===== src/rtl/decode_stage_if.sv =====
// Handshake bundles around the decode stage: fetch-side request and
// issue-side decoded control bundle.
interface decode_in_if #(
    parameter int XLEN = 32
);
    logic            in_valid;
    logic            in_ready;
    logic [31:0]     instr_raw;
    logic [XLEN-1:0] pc_in;
    logic            flush;

    modport master (output in_valid, instr_raw, pc_in, flush, input in_ready);
    modport slave  (input in_valid, instr_raw, pc_in, flush, output in_ready);
endinterface

interface decode_out_if #(
    parameter int XLEN = 32
);
    logic            out_valid;
    logic            out_ready;
    logic [XLEN-1:0] imm;
    logic [4:0]      ctl;
    logic            src_imm;
    logic            src_pc;
    logic            read_reg1;
    logic            read_reg2;
    logic [4:0]      reg1_addr;
    logic [4:0]      reg2_addr;
    logic [4:0]      write_reg;
    logic            reg_write;
    logic            mem_read;
    logic            mem_write;
    logic            branch;
    logic            jump;
    logic            illegal;
    logic [XLEN-1:0] pc_out;

    modport master (output out_valid, imm, ctl, src_imm, src_pc, read_reg1, read_reg2,
                           reg1_addr, reg2_addr, write_reg, reg_write, mem_read, mem_write,
                           branch, jump, illegal, pc_out,
                    input  out_ready);
    modport slave  (input  out_valid, imm, ctl, src_imm, src_pc, read_reg1, read_reg2,
                           reg1_addr, reg2_addr, write_reg, reg_write, mem_read, mem_write,
                           branch, jump, illegal, pc_out,
                    output out_ready);
endinterface


===== src/rtl/decode_stage.sv =====
// RV32I/M decode stage: combinational decode into a registered control bundle,
// backed by a one-entry skid register so back-pressure never needs a global stall.
module decode_stage #(
    parameter int XLEN          = 32,
    parameter bit ENABLE_M      = 1'b1,
    parameter bit ENABLE_BRANCH = 1'b1
) (
    input  logic          clk,
    input  logic          rst,
    decode_in_if.slave    fetch_i,
    decode_out_if.master  issue_o
);
    typedef struct packed {
        logic [XLEN-1:0] imm;
        logic [4:0]      ctl;
        logic            src_imm;
        logic            src_pc;
        logic            read_reg1;
        logic            read_reg2;
        logic [4:0]      reg1_addr;
        logic [4:0]      reg2_addr;
        logic [4:0]      write_reg;
        logic            reg_write;
        logic            mem_read;
        logic            mem_write;
        logic            branch;
        logic            jump;
        logic            illegal;
        logic [XLEN-1:0] pc;
    } bundle_t;

    localparam logic [6:0] OPC_LUI    = 7'b0110111;
    localparam logic [6:0] OPC_AUIPC  = 7'b0010111;
    localparam logic [6:0] OPC_JAL    = 7'b1101111;
    localparam logic [6:0] OPC_JALR   = 7'b1100111;
    localparam logic [6:0] OPC_BRANCH = 7'b1100011;
    localparam logic [6:0] OPC_LOAD   = 7'b0000011;
    localparam logic [6:0] OPC_STORE  = 7'b0100011;
    localparam logic [6:0] OPC_OPIMM  = 7'b0010011;
    localparam logic [6:0] OPC_OP     = 7'b0110011;

    localparam logic [4:0] CTL_AND  = 5'd0;
    localparam logic [4:0] CTL_OR   = 5'd1;
    localparam logic [4:0] CTL_ADD  = 5'd2;
    localparam logic [4:0] CTL_XOR  = 5'd3;
    localparam logic [4:0] CTL_SLL  = 5'd4;
    localparam logic [4:0] CTL_SRL  = 5'd5;
    localparam logic [4:0] CTL_SUB  = 5'd6;
    localparam logic [4:0] CTL_SLT  = 5'd7;
    localparam logic [4:0] CTL_LUI  = 5'd10;
    localparam logic [4:0] CTL_SLTU = 5'd13;
    localparam logic [4:0] CTL_SRA  = 5'd15;
    localparam logic [4:0] CTL_BEQ  = 5'd24;
    localparam logic [4:0] CTL_BNE  = 5'd25;
    localparam logic [4:0] CTL_BLT  = 5'd26;
    localparam logic [4:0] CTL_BGE  = 5'd27;
    localparam logic [4:0] CTL_BLTU = 5'd28;
    localparam logic [4:0] CTL_BGEU = 5'd29;
    localparam logic [4:0] CTL_ILL  = 5'd31;

    function automatic logic [XLEN-1:0] sext(input logic [31:0] v);
        return XLEN'($signed(v));
    endfunction

    function automatic bundle_t reset_bundle();
        bundle_t b;
        b     = '0;
        b.ctl = CTL_ILL;
        return b;
    endfunction

    logic [31:0]     instr;
    logic [6:0]      opcode;
    logic [2:0]      funct3;
    logic [6:0]      funct7;
    logic [5:0]      funct6;
    logic [XLEN-1:0] imm_i, imm_s, imm_b, imm_j, imm_u;

    assign instr  = fetch_i.instr_raw;
    assign opcode = instr[6:0];
    assign funct3 = instr[14:12];
    assign funct7 = instr[31:25];
    assign funct6 = instr[31:26];

    assign imm_i = sext({{20{instr[31]}}, instr[31:20]});
    assign imm_s = sext({{20{instr[31]}}, instr[31:25], instr[11:7]});
    assign imm_b = sext({{19{instr[31]}}, instr[31], instr[7], instr[30:25], instr[11:8], 1'b0});
    assign imm_j = sext({{11{instr[31]}}, instr[31], instr[19:12], instr[20], instr[30:21], 1'b0});
    assign imm_u = sext({instr[31:12], 12'b0});

    bundle_t dec;
    logic    legal;
    logic    wr_en;

    always_comb begin
        dec           = '0;
        dec.ctl       = CTL_ILL;
        dec.src_imm   = 1'b1;
        dec.reg1_addr = instr[19:15];
        dec.reg2_addr = instr[24:20];
        dec.write_reg = instr[11:7];
        dec.pc        = fetch_i.pc_in;
        legal         = 1'b0;
        wr_en         = 1'b0;
        case (opcode)
            OPC_LUI: begin
                legal   = 1'b1;
                wr_en   = 1'b1;
                dec.ctl = CTL_LUI;
                dec.imm = imm_u;
            end
            OPC_AUIPC: begin
                legal      = 1'b1;
                wr_en      = 1'b1;
                dec.ctl    = CTL_ADD;
                dec.imm    = imm_u;
                dec.src_pc = 1'b1;
            end
            OPC_JAL: begin
                legal      = ENABLE_BRANCH;
                wr_en      = 1'b1;
                dec.ctl    = CTL_ADD;
                dec.imm    = imm_j;
                dec.src_pc = 1'b1;
                dec.jump   = 1'b1;
            end
            OPC_JALR: begin
                legal         = ENABLE_BRANCH && (funct3 == 3'b000);
                wr_en         = 1'b1;
                dec.ctl       = CTL_ADD;
                dec.imm       = imm_i;
                dec.read_reg1 = 1'b1;
                dec.jump      = 1'b1;
            end
            OPC_BRANCH: begin
                legal         = ENABLE_BRANCH;
                dec.imm       = imm_b;
                dec.read_reg1 = 1'b1;
                dec.read_reg2 = 1'b1;
                dec.src_imm   = 1'b0;
                dec.branch    = 1'b1;
                case (funct3)
                    3'b000:  dec.ctl = CTL_BEQ;
                    3'b001:  dec.ctl = CTL_BNE;
                    3'b100:  dec.ctl = CTL_BLT;
                    3'b101:  dec.ctl = CTL_BGE;
                    3'b110:  dec.ctl = CTL_BLTU;
                    3'b111:  dec.ctl = CTL_BGEU;
                    default: legal   = 1'b0;
                endcase
            end
            OPC_LOAD: begin
                legal         = (funct3 == 3'b010);
                wr_en         = 1'b1;
                dec.ctl       = CTL_ADD;
                dec.imm       = imm_i;
                dec.read_reg1 = 1'b1;
                dec.mem_read  = 1'b1;
            end
            OPC_STORE: begin
                legal         = (funct3 == 3'b010);
                dec.ctl       = CTL_ADD;
                dec.imm       = imm_s;
                dec.read_reg1 = 1'b1;
                dec.read_reg2 = 1'b1;
                dec.mem_write = 1'b1;
            end
            OPC_OPIMM: begin
                legal         = 1'b1;
                wr_en         = 1'b1;
                dec.imm       = imm_i;
                dec.read_reg1 = 1'b1;
                case (funct3)
                    3'b000: dec.ctl = CTL_ADD;
                    3'b010: dec.ctl = CTL_SLT;
                    3'b011: dec.ctl = CTL_SLTU;
                    3'b100: dec.ctl = CTL_XOR;
                    3'b110: dec.ctl = CTL_OR;
                    3'b111: dec.ctl = CTL_AND;
                    3'b001: begin
                        dec.ctl = CTL_SLL;
                        legal   = (funct6 == 6'b000000);
                    end
                    default: begin
                        dec.ctl = (funct6 == 6'b010000) ? CTL_SRA : CTL_SRL;
                        legal   = (funct6 == 6'b000000) || (funct6 == 6'b010000);
                    end
                endcase
            end
            OPC_OP: begin
                legal         = 1'b1;
                wr_en         = 1'b1;
                dec.read_reg1 = 1'b1;
                dec.read_reg2 = 1'b1;
                dec.src_imm   = 1'b0;
                if (funct7 == 7'b0000000) begin
                    case (funct3)
                        3'b000:  dec.ctl = CTL_ADD;
                        3'b001:  dec.ctl = CTL_SLL;
                        3'b010:  dec.ctl = CTL_SLT;
                        3'b011:  dec.ctl = CTL_SLTU;
                        3'b100:  dec.ctl = CTL_XOR;
                        3'b101:  dec.ctl = CTL_SRL;
                        3'b110:  dec.ctl = CTL_OR;
                        default: dec.ctl = CTL_AND;
                    endcase
                end else if (funct7 == 7'b0100000 && funct3 == 3'b000) begin
                    dec.ctl = CTL_SUB;
                end else if (funct7 == 7'b0100000 && funct3 == 3'b101) begin
                    dec.ctl = CTL_SRA;
                end else if (ENABLE_M && funct7 == 7'b0000001) begin
                    // M-extension ops occupy codes 16..23 in funct3 order
                    dec.ctl = {2'b10, funct3};
                end else begin
                    legal = 1'b0;
                end
            end
            default: legal = 1'b0;
        endcase

        if (!legal) begin
            dec.ctl       = CTL_ILL;
            dec.imm       = '0;
            dec.src_imm   = 1'b1;
            dec.src_pc    = 1'b0;
            dec.read_reg1 = 1'b0;
            dec.read_reg2 = 1'b0;
            dec.mem_read  = 1'b0;
            dec.mem_write = 1'b0;
            dec.branch    = 1'b0;
            dec.jump      = 1'b0;
            dec.illegal   = 1'b1;
        end
        dec.reg_write = legal && wr_en && (instr[11:7] != 5'd0);
    end

    bundle_t main_q, main_d, skid_q, skid_d;
    logic    main_valid_q, main_valid_d, skid_valid_q, skid_valid_d;
    logic    in_fire, main_load;

    assign fetch_i.in_ready = ~skid_valid_q;
    assign in_fire   = fetch_i.in_valid & ~skid_valid_q & ~fetch_i.flush;
    assign main_load = ~main_valid_q | issue_o.out_ready;

    always_comb begin
        main_d       = main_q;
        main_valid_d = main_valid_q;
        skid_d       = skid_q;
        skid_valid_d = skid_valid_q;
        if (fetch_i.flush) begin
            main_valid_d = 1'b0;
            skid_valid_d = 1'b0;
        end else if (main_load) begin
            // A full skid entry blocks in_ready, so it never competes with a new input
            if (skid_valid_q) begin
                main_d       = skid_q;
                main_valid_d = 1'b1;
                skid_valid_d = 1'b0;
            end else begin
                main_valid_d = in_fire;
                if (in_fire) begin
                    main_d = dec;
                end
            end
        end else if (in_fire) begin
            skid_d       = dec;
            skid_valid_d = 1'b1;
        end
    end

    always_ff @(posedge clk or posedge rst) begin
        if (rst) begin
            main_q       <= reset_bundle();
            main_valid_q <= 1'b0;
            skid_q       <= reset_bundle();
            skid_valid_q <= 1'b0;
        end else begin
            main_q       <= main_d;
            main_valid_q <= main_valid_d;
            skid_q       <= skid_d;
            skid_valid_q <= skid_valid_d;
        end
    end

    assign issue_o.out_valid = main_valid_q;
    assign issue_o.imm       = main_q.imm;
    assign issue_o.ctl       = main_q.ctl;
    assign issue_o.src_imm   = main_q.src_imm;
    assign issue_o.src_pc    = main_q.src_pc;
    assign issue_o.read_reg1 = main_q.read_reg1;
    assign issue_o.read_reg2 = main_q.read_reg2;
    assign issue_o.reg1_addr = main_q.reg1_addr;
    assign issue_o.reg2_addr = main_q.reg2_addr;
    assign issue_o.write_reg = main_q.write_reg;
    assign issue_o.reg_write = main_q.reg_write;
    assign issue_o.mem_read  = main_q.mem_read;
    assign issue_o.mem_write = main_q.mem_write;
    assign issue_o.branch    = main_q.branch;
    assign issue_o.jump      = main_q.jump;
    assign issue_o.illegal   = main_q.illegal;
    assign issue_o.pc_out    = main_q.pc;
endmodule


===== src/flat_wrapper.sv =====
// flat-port wrapper written by rule: the top's interface ports become plain ports
module decode_stage_flat 
#(
    parameter int XLEN          = 32,
    parameter bit ENABLE_M      = 1'b1,
    parameter bit ENABLE_BRANCH = 1'b1
)
  (clk, rst, fetch_i_in_valid, fetch_i_instr_raw, fetch_i_pc_in, fetch_i_flush, fetch_i_in_ready, issue_o_out_valid, issue_o_imm, issue_o_ctl, issue_o_src_imm, issue_o_src_pc, issue_o_read_reg1, issue_o_read_reg2, issue_o_reg1_addr, issue_o_reg2_addr, issue_o_write_reg, issue_o_reg_write, issue_o_mem_read, issue_o_mem_write, issue_o_branch, issue_o_jump, issue_o_illegal, issue_o_pc_out, issue_o_out_ready);
  decode_in_if #(.XLEN(XLEN)) fetch_i_i ();
  decode_out_if #(.XLEN(XLEN)) issue_o_i ();
  input  logic clk;
  input  logic rst;
  input wire logic [$bits(fetch_i_i.in_valid)-1:0] fetch_i_in_valid;
  input wire logic [$bits(fetch_i_i.instr_raw)-1:0] fetch_i_instr_raw;
  input wire logic [$bits(fetch_i_i.pc_in)-1:0] fetch_i_pc_in;
  input wire logic [$bits(fetch_i_i.flush)-1:0] fetch_i_flush;
  output wire logic [$bits(fetch_i_i.in_ready)-1:0] fetch_i_in_ready;
  output wire logic [$bits(issue_o_i.out_valid)-1:0] issue_o_out_valid;
  output wire logic [$bits(issue_o_i.imm)-1:0] issue_o_imm;
  output wire logic [$bits(issue_o_i.ctl)-1:0] issue_o_ctl;
  output wire logic [$bits(issue_o_i.src_imm)-1:0] issue_o_src_imm;
  output wire logic [$bits(issue_o_i.src_pc)-1:0] issue_o_src_pc;
  output wire logic [$bits(issue_o_i.read_reg1)-1:0] issue_o_read_reg1;
  output wire logic [$bits(issue_o_i.read_reg2)-1:0] issue_o_read_reg2;
  output wire logic [$bits(issue_o_i.reg1_addr)-1:0] issue_o_reg1_addr;
  output wire logic [$bits(issue_o_i.reg2_addr)-1:0] issue_o_reg2_addr;
  output wire logic [$bits(issue_o_i.write_reg)-1:0] issue_o_write_reg;
  output wire logic [$bits(issue_o_i.reg_write)-1:0] issue_o_reg_write;
  output wire logic [$bits(issue_o_i.mem_read)-1:0] issue_o_mem_read;
  output wire logic [$bits(issue_o_i.mem_write)-1:0] issue_o_mem_write;
  output wire logic [$bits(issue_o_i.branch)-1:0] issue_o_branch;
  output wire logic [$bits(issue_o_i.jump)-1:0] issue_o_jump;
  output wire logic [$bits(issue_o_i.illegal)-1:0] issue_o_illegal;
  output wire logic [$bits(issue_o_i.pc_out)-1:0] issue_o_pc_out;
  input wire logic [$bits(issue_o_i.out_ready)-1:0] issue_o_out_ready;
  assign fetch_i_i.in_valid = fetch_i_in_valid;
  assign fetch_i_i.instr_raw = fetch_i_instr_raw;
  assign fetch_i_i.pc_in = fetch_i_pc_in;
  assign fetch_i_i.flush = fetch_i_flush;
  assign fetch_i_in_ready = fetch_i_i.in_ready;
  assign issue_o_out_valid = issue_o_i.out_valid;
  assign issue_o_imm = issue_o_i.imm;
  assign issue_o_ctl = issue_o_i.ctl;
  assign issue_o_src_imm = issue_o_i.src_imm;
  assign issue_o_src_pc = issue_o_i.src_pc;
  assign issue_o_read_reg1 = issue_o_i.read_reg1;
  assign issue_o_read_reg2 = issue_o_i.read_reg2;
  assign issue_o_reg1_addr = issue_o_i.reg1_addr;
  assign issue_o_reg2_addr = issue_o_i.reg2_addr;
  assign issue_o_write_reg = issue_o_i.write_reg;
  assign issue_o_reg_write = issue_o_i.reg_write;
  assign issue_o_mem_read = issue_o_i.mem_read;
  assign issue_o_mem_write = issue_o_i.mem_write;
  assign issue_o_branch = issue_o_i.branch;
  assign issue_o_jump = issue_o_i.jump;
  assign issue_o_illegal = issue_o_i.illegal;
  assign issue_o_pc_out = issue_o_i.pc_out;
  assign issue_o_i.out_ready = issue_o_out_ready;
  decode_stage #(.XLEN(XLEN), .ENABLE_M(ENABLE_M), .ENABLE_BRANCH(ENABLE_BRANCH)) u_core (.clk(clk), .rst(rst), .fetch_i(fetch_i_i), .issue_o(issue_o_i));
endmodule

===== config.mk =====
export PLATFORM = sky130hd
export DESIGN_NAME = decode_stage_flat
export DESIGN_NICKNAME = d
export VERILOG_FILES = /design/src/rtl/decode_stage_if.sv /design/src/rtl/decode_stage.sv /design/src/flat_wrapper.sv
export SDC_FILE = /design/constraint.sdc
export NUM_CORES = 1
export LEC_CHECK = 0
export ABC_AREA = 1
export CORE_ASPECT_RATIO = 0.7
export CORE_UTILIZATION = 58
export DETAILED_ROUTE_END_ITERATION = 16
export DONT_BUFFER_PORTS = 1
export GPL_ROUTABILITY_DRIVEN = 0
export GPL_TIMING_DRIVEN = 0
export HOLD_SLACK_MARGIN = 0.12
export PLACE_DENSITY_LB_ADDON = 0.2
export SLEW_MARGIN = 25
export SYNTH_ARGS = -nofsm -noshare
export SYNTH_HDL_FRONTEND = slang
export SYNTH_SLANG_ARGS = --single-unit

===== constraint.sdc =====
create_clock -name clk -period 6.8 [get_ports clk]
set_input_delay 1.36 -clock clk [delete_from_list [all_inputs] [get_ports clk]]
set_output_delay 1.36 -clock clk [all_outputs]
set_load 0.05 [all_outputs]

==> summary by stage <==
Pwr
The worst supply voltage drop on vdd is approximately 0.27 mV. Of the total power, the share spent switching nets is ~33%. Internal power comes to between 0.0015 and 0.002 W. The analysis attributes to cell leakage a power of 5.48 nW. The share of total power in sequential cells is roughly 56%. The clock network is responsible for between 30% and 40% of the overall power. Summed over all nets, the switching power comes to 0.000951 W. Power spread over the standard cell area amounts to just under 300 nW/um^2. The combinational fraction of design power is 9.6%.

STA
The final number of hold-violating endpoints is 0. On the final layout, the worst clock skew is 0.00700 ns. Adding up every negative setup slack in the final design gives 0 ns. The final-report setup violation count is 0. Setup repair after global routing left no endpoint under its margin. For the pin with the worst max-slew slack, the measured transition is 0.748 ns. After layout, the worst path uses a little under three fifths of the clock period. The top achievable clock speed is 265 MHz. The minimum period implied by the final worst setup slack is ~3.8 ns.

The worst pin sits at a relative slew slack of 50.1%. The number of pins with negative max-slew slack in the final report is 0.

Synthesis
Yosys attributes the largest share of cell area to dfrtp_1 49%, nand2_1 19%, o21ai_0 8.7%. After synthesis, the most frequently instantiated cells are 463 x nand2_1, 180 x dfrtp_1, 158 x o21ai_0. The synthesized design devotes to its leading area cell type between 40% and 50% of total area. After synthesis the cells add up to roughly 9100 um^2. The async set-or-reset flop fraction in the synthesized netlist is 100%.

After synthesis the netlist holds a flip-flop and latch count of between 150 and 200. When the netlist entered floorplanning its net count stood at about 1,300. The number of enable-type register cells in the synthesized netlist is 0.

In the synthesized netlist the dominant register cell turns out to be dfrtp_1. The number of warnings issued by yosys is 0. Counting distinct cell types in the post-synthesis netlist gives 29. The number of instances in the synthesized netlist is around 1,200. The sequential area share after synthesis is a little over half. The average cell area after synthesis is about 7.4 um^2. The most numerous cell in the Yosys netlist is nand2_1.

dfrtp_1 takes more of the synthesized area than any other cell.

Route
For this run, the detailed router's first-pass iteration total came to 5. Detailed routing placed a total of ~2.7 mm of wire on met3. The sum of routed wire length over all layers is between 20 and 30 mm.

After detailed routing, the met2 layer carries 10.3 mm of wire. The met1 wire length is approximately 12 mm. The final route contains roughly 8,200 vias. The number of nets with antenna violations after routing is 0. After detailed routing, no signal wire sits above met4. The average wire per cell in the routed design is roughly 17 um. The routed via count divided by cell count is between 5 and 6. In this run, the number of DRC markers left after iteration 0 of detailed routing was 857. The total DRC errors in the routed layout is 0.

Die
For this configuration, the core starts out at a cell density of slightly above 60%. The die area is 16,200 um^2. For this design the top-level I/O count stands at around 170.

The die width is approximately 150 um. The area of the core is roughly 15,000 um^2. The number of rows created at floorplan is 37. The vertical extent of the die is ~110 um.

CTS
The clock latency reported for the late side of the worst-skew pair is about 0.43 ns. The post-CTS setup buffer count is 0. The number of clock buffers inserted by TritonCTS is 17. After clock tree synthesis, the clock-pin slew on the worst setup and hold paths is ~0.070 ns. The TritonCTS clock tree is built.

The number of hold-repair buffers added at the cts stage is 0. The CTS H-tree depth is 4. Post-CTS repair changed the size of 0 cells. The total clock sinks is between 150 and 200.

The CTS root buffer is clkbuf_16. The maximum buffer depth of the clock tree is 2.

Layout
The number of nets in the final layout is ~1,300. The final design instance area without fill is around 10000 um^2. 0 antenna diodes ended up in the layout. The number of flip-flops in the largest register is between 90 and 100. Counting flops per register, the top entry is u_core.skid_q. The area growth from synthesis to layout is 9.39%. The layout cell share with drive strength beyond 1 is 5.72%.

Setup path
The category of the worst setup path capture point is a primary output. The critical path data arrival time is approximately 2.4 ns. The data required time of the worst path is approximately 5.4 ns. The worst setup path is launched from a flop. The startpoint-to-endpoint class of the critical path is flop to primary output.

Of all nets on the critical path, the largest fanout is 10.

Placement
The count of buffers added on input and output ports is 0. After detailed placement, the total cell area comes to approximately 9400 um^2. Detailed placement ended at an HPWL of between 15 and 20 mm.

Min path
The worst hold path belongs to the class flop to flop.

Global routing
The global router's overall resource usage is 31.8%. The number of antenna violations at the first check in global routing is 0. The pin count of the biggest net entering global routing is 100. The first global-routing pass estimated 39.9 mm of wire. Summed over all layers, the global routing overflow is 0. The number of global-route vias before repair was about 7,300.

Outcome
The flow ran to the end, and the final reports show no timing, DRC or antenna violations.

Job
Across the run, the number of max-cap violations was 0.
## stage by stage
step	std cells	utilization (%)	power [W]	setup slack, ns	hold slack (ns)
finish	1454	66.5	0.00288	3.03	0.482
floorplan	1226	-	0.00183	0.286	0.448
detailed placement	1423	62.7	0.00192	3.54	0.469
global placement	1421	62.4	0.00190	-1.64	0.461
global route	1454	66.5	0.00300	2.91	0.497
CTS	1454	66.5	0.00290	3.06	0.485
## worst paths after layout
check                                                startpoint                                 endpoint  slack, ns  cells past startpoint
min                                u_core.skid_q[7]$_DFFE_PP0P_             u_core.skid_q[7]$_DFFE_PP0P_       0.48                      2
max in group asynchronous                                   rst            u_core.skid_q[61]$_DFFE_PP1P_       5.00                      2
max reg2reg                u_core.issue_o.out_valid$_DFFE_PP0N_  u_core.issue_o.reg2_addr[4]$_DFFE_PP0P_       4.20                      7
max                             u_core.skid_valid_q$_DFFE_PP0P_                         fetch_i_in_ready       3.03                      4
min reg2reg                        u_core.skid_q[7]$_DFFE_PP0P_             u_core.skid_q[7]$_DFFE_PP0P_       0.48                      2
min in group asynchronous                                   rst            u_core.skid_q[27]$_DFFE_PP0P_       0.88                      1
## placed cells by master (no fill, tap or decap), drive strengths merged, types with 2 or more instances in the layout
| master | netlist | routed |
|---|---|---|
| a31oi | 5 | 5 |
| inv | 93 | 95 |
| dfstp | 10 | 10 |
| o22ai | 6 | 6 |
| nor2 | 132 | 132 |
| nand3 | 51 | 51 |
| buf | 19 | 21 |
| o21ai | 193 | 193 |
| nand2 | 466 | 466 |
| nand4 | 4 | 4 |
| clkinv | 0 | 4 |
| bufinv | 0 | 2 |
| nor3 | 4 | 4 |
| clkbuf | 50 | 72 |
| dfrtp | 180 | 180 |
| a21oi | 9 | 9 |
## logic make-up (layout without fill, tap and decap cells)
group / after synthesis / in the layout / synth area share (%)
DFF: 190 / 190 / 52.3
AOI/OAI and AO/OA: 216 / 216 / 12.1
buffers and inverters: 162 / 195 / 6.98
and+or+nand+nor: 658 / 658 / 28.6
## power groups by stage
stage | logic [W] | clock network, W | registers, W
3_3_place_gp | 0.000259 | 0 | 0.00164
5_1_grt | 0.000326 | 0.00103 | 0.00164
6_report | 0.000276 | 0.000983 | 0.00163
4_1_cts | 0.000277 | 0.000994 | 0.00162
2_1_floorplan | 0.000210 | 0 | 0.00162
3_5_place_dp | 0.000274 | 0 | 0.00164
## worst max-delay path: stages, from the launching register on
cell and delay (ns):
dfrtp_1 0.46, inv_1 0.25, clkbuf_1 0.54, buf_1 0.46, buf_6 0.25
## per-layer routing
metal,vias to the layer above,track usage (%)
met3,40,9.86
met4,0,10.4
met2,438,42.3
met5,-,0
li1,3907,-
met1,3864,48.4
## layout make-up
class,count,area (um^2)
fillers,1302,5020
flip-flops and latches,190,4770
multi-input cells,874,3710
clock buffers,22,454
inverters,93,357
plain buffers,69,288
well taps,195,244
clock inverters,9,111
repair buffers,2,38.8
(Power assumes the default switching activity.)
